<file path="config.mk">
export PLATFORM = sky130hd
export DESIGN_NAME = vector_accumulator
export DESIGN_NICKNAME = d
export VERILOG_FILES = /design/src/rtl/vector_accumulator.sv
export SDC_FILE = /design/constraint.sdc
export NUM_CORES = 1
export LEC_CHECK = 0
export CAP_MARGIN = 10
export CORE_ASPECT_RATIO = 0.5
export CORE_UTILIZATION = 55
export DETAILED_ROUTE_END_ITERATION = 7
export DONT_BUFFER_PORTS = 1
export GPL_TIMING_DRIVEN = 0
export PLACE_DENSITY = 0.83
export SYNTH_ARGS = -nofsm -noshare
export SYNTH_HDL_FRONTEND = slang
export SYNTH_SLANG_ARGS = --single-unit
</file>
<file path="constraint.sdc">
create_clock -name clk -period 6.15 [get_ports clk]
set_clock_uncertainty 0.1 [all_clocks]
set_input_delay 1.23 -clock clk [delete_from_list [all_inputs] [get_ports clk]]
set_output_delay 1.23 -clock clk [all_outputs]
set_load 0.02 [all_outputs]
</file>
<file path="src/rtl/vector_accumulator.sv">
// Multi-channel integrate-and-dump accumulator: sums acc_len frames per channel in a
// per-channel store and emits one result per channel after the last frame of each integration.
module vector_accumulator #(
  parameter int INPUT_DATA_WIDTH  = 18,
  parameter int OUTPUT_DATA_WIDTH = 32,
  parameter int N_CHAN            = 16,
  parameter int ACC_LEN_WIDTH     = 16,
  parameter int SIGNED            = 1,
  parameter int SATURATE          = 1
) (
  input  logic                                     clk,
  input  logic                                     rst,
  input  logic                                     en,
  input  logic                                     sync_in,
  input  logic [INPUT_DATA_WIDTH-1:0]              data_in,
  input  logic [ACC_LEN_WIDTH-1:0]                 acc_len,
  output logic [OUTPUT_DATA_WIDTH-1:0]             data_out,
  output logic                                     valid_out,
  output logic [$clog2(N_CHAN > 1 ? N_CHAN : 2)-1:0] chan_out,
  output logic                                     sync_out,
  output logic                                     ovf_out,
  output logic                                     sync_err
);
  localparam int IW = INPUT_DATA_WIDTH;
  localparam int OW = OUTPUT_DATA_WIDTH;
  localparam int AW = ACC_LEN_WIDTH;
  localparam int CW = $clog2(N_CHAN > 1 ? N_CHAN : 2);
  localparam logic [CW-1:0] LAST_CHAN = CW'(N_CHAN - 1);

  typedef enum logic {WAIT_SYNC, ACCUM} state_t;

  state_t          state_reg;
  logic [CW-1:0]   chan_reg;
  logic [AW-1:0]   frame_reg;
  logic [AW-1:0]   len_reg;

  logic            start, accept, at_origin, last_frame, resync;
  logic [CW-1:0]   cur_chan;
  logic [AW-1:0]   cur_frame, eff_len;
  logic [OW-1:0]   ext_data;

  logic            s1_valid;
  logic [OW-1:0]   s1_data;
  logic [CW-1:0]   s1_chan;
  logic            s1_first, s1_last;

  // Store word is {sticky ovf, accumulated value}; depth rounded up to the index range.
  logic [OW:0]     store [2**CW];
  logic [OW:0]     rd_reg;

  logic [OW-1:0]   acc_val, sat_val, sum_next;
  logic            acc_ovf, add_ovf, ovf_next;
  logic [OW:0]     full_sum;

  // Input stage: a sync always restarts at channel 0 / frame 0, regardless of the counters.
  always_comb begin
    start      = en && sync_in;
    accept     = en && (sync_in || state_reg == ACCUM);
    cur_chan   = start ? '0 : chan_reg;
    cur_frame  = start ? '0 : frame_reg;
    at_origin  = (cur_chan == '0) && (cur_frame == '0);
    eff_len    = len_reg;
    if (at_origin) eff_len = (acc_len == '0) ? AW'(1) : acc_len;
    last_frame = (cur_frame == eff_len - AW'(1));
    resync     = start && (state_reg == ACCUM) && ((chan_reg != '0) || (frame_reg != '0));
    ext_data   = (SIGNED != 0 && data_in[IW-1]) ? '1 : '0;
    ext_data[IW-1:0] = data_in;
  end

  always_ff @(posedge clk) begin
    if (rst) begin
      state_reg <= WAIT_SYNC;
      chan_reg  <= '0;
      frame_reg <= '0;
      len_reg   <= AW'(1);
      s1_valid  <= 1'b0;
      sync_err  <= 1'b0;
    end else begin
      sync_err <= resync;
      s1_valid <= accept;
      if (accept) begin
        state_reg <= ACCUM;
        len_reg   <= eff_len;
        if (cur_chan == LAST_CHAN) begin
          chan_reg  <= '0;
          frame_reg <= last_frame ? '0 : cur_frame + AW'(1);
        end else begin
          chan_reg  <= cur_chan + CW'(1);
          frame_reg <= cur_frame;
        end
      end
    end
  end

  // Store read is registered alongside stage 1; a same-channel write in flight is bypassed.
  always_ff @(posedge clk) begin
    if (s1_valid) store[s1_chan] <= {ovf_next, sum_next};
    if (accept) begin
      rd_reg   <= (s1_valid && s1_chan == cur_chan) ? {ovf_next, sum_next} : store[cur_chan];
      s1_data  <= ext_data;
      s1_chan  <= cur_chan;
      s1_first <= (cur_frame == '0);
      s1_last  <= last_frame;
    end
  end

  always_comb begin
    acc_val  = rd_reg[OW-1:0];
    acc_ovf  = rd_reg[OW];
    full_sum = {1'b0, acc_val} + {1'b0, s1_data};
    if (SIGNED != 0) begin
      add_ovf = (acc_val[OW-1] == s1_data[OW-1]) && (full_sum[OW-1] != acc_val[OW-1]);
      sat_val = acc_val[OW-1] ? '0 : '1;
      sat_val[OW-1] = acc_val[OW-1];
    end else begin
      add_ovf = full_sum[OW];
      sat_val = '1;
    end
    if (s1_first) begin
      sum_next = s1_data;
      ovf_next = 1'b0;
    end else begin
      sum_next = (add_ovf && SATURATE != 0) ? sat_val : full_sum[OW-1:0];
      ovf_next = acc_ovf | add_ovf;
    end
  end

  always_ff @(posedge clk) begin
    if (rst) begin
      valid_out <= 1'b0;
      sync_out  <= 1'b0;
      data_out  <= '0;
      chan_out  <= '0;
      ovf_out   <= 1'b0;
    end else begin
      valid_out <= s1_valid && s1_last;
      sync_out  <= s1_valid && s1_last && (s1_chan == '0);
      if (s1_valid && s1_last) begin
        data_out <= sum_next;
        chan_out <= s1_chan;
        ovf_out  <= ovf_next;
      end
    end
  end
endmodule

</file>
; ---- Word level (Yosys, flattened, before mapping)
; Memories as Yosys holds them, arrays and structs flattened. A register that Yosys moved wholly into a read port is not among the register bits.
; Index checks and enable logic that the tools add are counted.
[classes]
n_addsub = 4
div = 0
eq_ne = 4
bitwise_logic = 1
muxes = 14
order_cmp = 0
n_mul = 0
shift = 0
n_reduce_logical = 16
[op_table]
columns = cell, count
row1 = 32-bit two-way mux, 3
row2 = 16-bit two-way mux, 5
row3 = 32-bit adder, 1
row4 = 16-bit zero test, 2
row5 = 31-bit two-way mux, 1
row6 = 16-bit by 1-bit adder with 16-bit output (second input constant), 1
row7 = 16-bit == test, 1
row8 = 16-bit nonzero test, 1
row9 = 16-bit by 1-bit subtractor with 16-bit output (second input constant), 1
row10 = 1-bit logical AND, 8
row11 = 4-bit zero test, 2
row12 = 4-bit two-way mux, 2
row13 = 4-bit by 1-bit adder with 4-bit output (second input constant), 1
row14 = 4-bit == test (second input constant), 1
row15 = 4-bit nonzero test, 1
row16 = 1-bit two-way mux, 3
row17 = 1-bit logical OR, 2
row18 = 1-bit == test, 1
row19 = 1-bit inequality test, 1
row20 = 1-bit bitwise OR, 1
[word_totals]
rom_bits = 0
latch_bits = 0
in_bits = 38
regBits = 116
mem_bits_rw = 528
n_memories = 1
[mem_list]
columns = memory, depth, word_bits, read_ports, rd_clocked_by_memory_dff, wr, line
row1 = store, 16, 33, 1, 1, 1, 48  ; logic [OW:0] store [2**CW];

; ---- Logic depth before layout (Yosys ltp)
; Gate-level depths: netlist of the first run.
[logic_depth]
word_depth = 9
depth_mapped = 26
mapped_depth_nobuf = 18

; ---- Worst setup path after synthesis of the first run
; Ideal clock, no wire load.
[synth_path]
path_type = input-to-reg
from = input port en
to = register frame_reg[8]
required_time_ns = 5.828
setup_ns = 0.222
path_slack_ns = -0.309
cell_stages = 24
t_arrival_ns = 6.138
path_cell_list = clkbuf_1 > nand2_1 > nand2_1 > clkbuf_1 > clkbuf_1 > ha_1 > and3_1 > clkbuf_1 > nand2_1 > clkbuf_1 > a21oi_1 > ha_1 > or3b_2 > clkbuf_1 > or4_1 > a22oi_1 > a211oi_1 > nor4_1 > o211ai_2 > nor4_2 > nand4_4 > buf_6 > nand3_1 > o211ai_1
[synth_between]
elab_chain_cells = 9
[synth_rtl]
columns = item, line
row1 = from (decl), 13  ; input logic en,
row2 = 1-bit logical AND, 57  ; start = en && sync_in;
row3 = 16-bit two-way mux / 4-bit two-way mux (equally long branches), "60, 59"
row4 = 16-bit zero test / 4-bit zero test (equally long branches), 61  ; at_origin = (cur_chan == '0) && (cur_frame == '0);
row5 = 1-bit logical AND, 61
row6 = 16-bit two-way mux, 63  ; if (at_origin) eff_len = (acc_len == '0) ? AW'(1) : acc_len;
row7 = 16-bit by 1-bit subtractor with 16-bit output, 64  ; last_frame = (cur_frame == eff_len - AW'(1));
row8 = 16-bit == test, 64
row9 = 16-bit two-way mux, 86  ; frame_reg <= last_frame ? '0 : cur_frame + AW'(1);
row10 = 16-bit two-way mux, 84  ; if (cur_chan == LAST_CHAN) begin
row11 = to (signal assigned), 86
row12 = to (signal assigned), 89  ; frame_reg <= cur_frame;
row13 = to (decl), 34  ; logic [AW-1:0] frame_reg;
; Several ways; a longest one is shown, not always the timed one.
; A chain may end at the register's enable or synchronous reset.

; ---- Final worst setup path of the first run
[layout_path]
from = register s1_data[30]
to = memory store[8][22] (netlist bit), data pin
[layout_between]
elab_chain_cells = 5
[layout_rtl]
columns = item, line
row1 = from (decl), 43  ; logic [OW-1:0] s1_data;
row2 = from (signal assigned), 100  ; s1_data <= ext_data;
row3 = 32-bit adder, 110  ; full_sum = {1'b0, acc_val} + {1'b0, s1_data};
row4 = 1-bit inequality test, 112  ; add_ovf = (acc_val[OW-1] == s1_data[OW-1]) && (full_sum[OW-1] != acc_val[OW-1]);
row5 = 1-bit logical AND, 112
row6 = 32-bit two-way mux, 123  ; sum_next = (add_ovf && SATURATE != 0) ? sat_val : full_sum[OW-1:0];
row7 = 32-bit two-way mux, 119  ; if (s1_first) begin
row8 = net sum_next[22], 51  ; logic [OW-1:0] acc_val, sat_val, sum_next;
row9 = to (decl), 48
; The timed path passes the listed nets, and every way through them passes these cells.

==> results of run 1 <==
-- routing by layer --
metal  wire length, um  vias to the layer above  track usage
li1                  -                     9410            -
met1             33300                    10800        0.434
met2             40800                     1971        0.504
met3             13500                      344       0.0926
met4              4360                        2        0.139
met5                13                        -            0
-- per-stage QoR --
step | setup slack (ns) | hold slack, ns | instances | area [um2]
floorplan | 0.0396 | 0.350 | 2423 | 30100
finish | 0.256 | 0.387 | 3270 | 33500
global placement | -1.34 | 0.362 | 3136 | 31000
detailed placement | -1.43 | 0.370 | 3167 | 31600
global route | 0.0759 | 0.420 | 3270 | 33500
CTS | 0.0128 | 0.387 | 3270 | 33500
-- layout make-up --
| class | instances | area [um2] |
|---|---|---|
| Buffer | 154 | 719 |
| Fill cell | 3830 | 20300 |
| Tap cell | 713 | 892 |
| Clock buffer | 67 | 1500 |
| Antenna cell | 1 | 2.50 |
| Multi-Input combinational cell | 1556 | 10200 |
| Timing Repair Buffer | 34 | 495 |
| Clock inverter | 37 | 408 |
| Sequential cell | 663 | 19100 |
| Inverter | 45 | 169 |
-- repair_timing --
item / CTS / global route
setup buffers: 3 / 0
setup endpoints to repair: 17 / 16
resized for setup: 13 / 1
pin swaps: 3 / 2
-- cells by family (layout without fill, tap and decap cells) --
group                    Yosys count  count (layout)
adder cells (fa/ha/maj)           37              37
XOR/XNOR                          40              40
flip-flops                       663             663
other                              0               1
multiplexers                     124             124
AO/OA/AOI/OAI                    615             615
AND/OR/NAND/NOR                  740             740
buffers and inverters            204             337
-- power breakdown --
group / total [W] / internal, W / switching [W]
sequential: 0.00503 / 0.00498 / 0.0000487
combinational: 0.000976 / 0.000301 / 0.000675
clock: 0.00376 / 0.00208 / 0.00168
total: 0.00976 / 0.00736 / 0.00240
-- Yosys cell counts (all sizes together) (38+ instances only) --
master / number / area [um2]
edfxtp: 585 / 17600
nand2: 280 / 1050
o21ai: 150 / 751
nor2: 146 / 556
a21oi: 142 / 711
clkbuf: 137 / 574
a211oi: 87 / 653
dfxtp: 78 / 1560
mux2i: 58 / 581
a31oi: 56 / 365
nor2b: 54 / 338
nand3: 53 / 265
nor3: 50 / 250
inv: 43 / 161
mux2: 40 / 450
and2: 38 / 240
-- tightest hold or removal path, stage by stage (launching register included) --
cell	delay [ns]
dfxtp_1	0.33
nand2_1	0.06
a21oi_1	0.06
-- path summary, 6_finish.rpt --
check	startpoint	to	slack, ns	cells after the start
hold reg to reg	len_reg[10]	len_reg[10]	0.39	2
setup / recovery	s1_data[30]	store[8][22]	0.26	11
setup reg to reg	s1_data[30]	store[8][22]	0.26	11
hold / removal	len_reg[10]	len_reg[10]	0.39	2
==> summary.txt, run 1 <==
Worst Max-Slew Pin Slew = 1.42 ns
nets = 2585
vias in the first global route = 21.4k
Seq cells post-synth = 663
max-cap violations = 0
main combinational cell family by area after synthesis = compound AO/OA/AOI/OAI gates
area grow syn2layout = 11.4%
max-slew violation count = 0
mux contribution to synthesized area = 0.0538
fin crit period = 5.89 ns
Top FF cell, synth = edfxtp_1
average wire per standard cell = 28.1 um
WS Path Type = flop to flop
Worst Hold Class = flop to flop
Post-synth EDFFs = 585
CTS Buf Count = 56
Syn Inst Count = 2423
CP bufs+invs = 1
syn_nets = 2498
Num Clock Sinks = 663
DR vias/cell = 6.88
gr ovfl total = 0
CTS tree = built
post-layout util = 0.622
fin crit share = 0.958
Leak Pwr = 11.1 nW
All-Layer GR Usage = 0.326
largest net degree at the start of global routing = 67
Routed Antenna Nets = 0
Worst EP arrival = 5.98 ns
simple-gate share of the synthesized area = 0.120
Skew-Pair Late Insertion Delay = 0.63 ns
layout cells sized above 1 = 0.106
Max Buffers Root-to-Sink = 3
total power = 0.00976 W
XOR/XNOR Fraction of Synth Area = 0.0117
num ports = 78
CP max stage delay = 0.96 ns
die area = 0.0556 mm2
hpwl dp = 62500 um
startpoint types = flop
leading cell type in the layout, fill and taps excluded = edfxtp_1
DRC viols = 0
Rel. slew slack = 0.0541
unrepaired setup endpoints after global routing = no
Yosys cell types = 98
Clk pin slew, worst setup/hold paths = 0.07 ns
Die Width = 333 um
total wire length = 92000 um
Crit path max-delay family = compound AO/OA/AOI/OAI gates
Die Y = 167 um
max reg flops = 528
RD Place Congestion = 0.962
worst-path cell chain = ha_1 -> a21o_1 -> a21o_1 -> a21oi_1 -> o21ai_0 -> a2111oi_0 -> a21oi_1 -> nor3_1 -> a21oi_1 -> o21ai_0 -> inv_1
IO buf count = 0
Post-synth ARST share = 0
Worst Path Required = 6.23 ns
Via Count = 22.5k
Mapped Area = 0.0301 mm2
Synth Area in Compound Gates = 0.133
final setup violating endpoints = 0
Synth Area in Adders = 0.0157
YS warnings = 0
register area share after synthesis = 0.636
commonest non-fill, non-tap cells in the layout = edfxtp_1 (585), nand2_1 (276), o21ai_0 (148)
slowest CP cell = a2111oi_0
maximum vdd drop = 0.000260 V
initial antenna violation count = 2
Syn Area/Cell = 12.4 um2
Most common cell on crit path = a21oi_1
global-route wire length before repair = 135000 um
endpoint class of the critical path = flop
DRT iter0 DRCs = 3849
status = completed
setup TNS = 0 ns
htree depth = 2
Core Rows = 60
core footprint = 0.0538 mm2
PwrDens = 291 mW/mm2
Initial Util = 0.558
Fmax achieved = 170 MHz
crit path max fanout = 16
Hold Fails Final Rpt = 0
drt pass-1 iters = 8
clock root cell = clkbuf_16
cts hold-fix bufs = 0
Power figures use the tool's default switching activity.
==> run 2, diff against run 1 <==
--- a/config.mk
+++ b/config.mk
@@ -8,6 +8,7 @@
 export CAP_MARGIN = 10
 export CORE_ASPECT_RATIO = 0.5
 export CORE_UTILIZATION = 55
+export CTS_CLUSTER_DIAMETER = 100
 export DETAILED_ROUTE_END_ITERATION = 7
 export DONT_BUFFER_PORTS = 1
 export GPL_TIMING_DRIVEN = 0
==> results of run 2 <==
The final DEF is identical to that of run 1; final timing and power are the same.
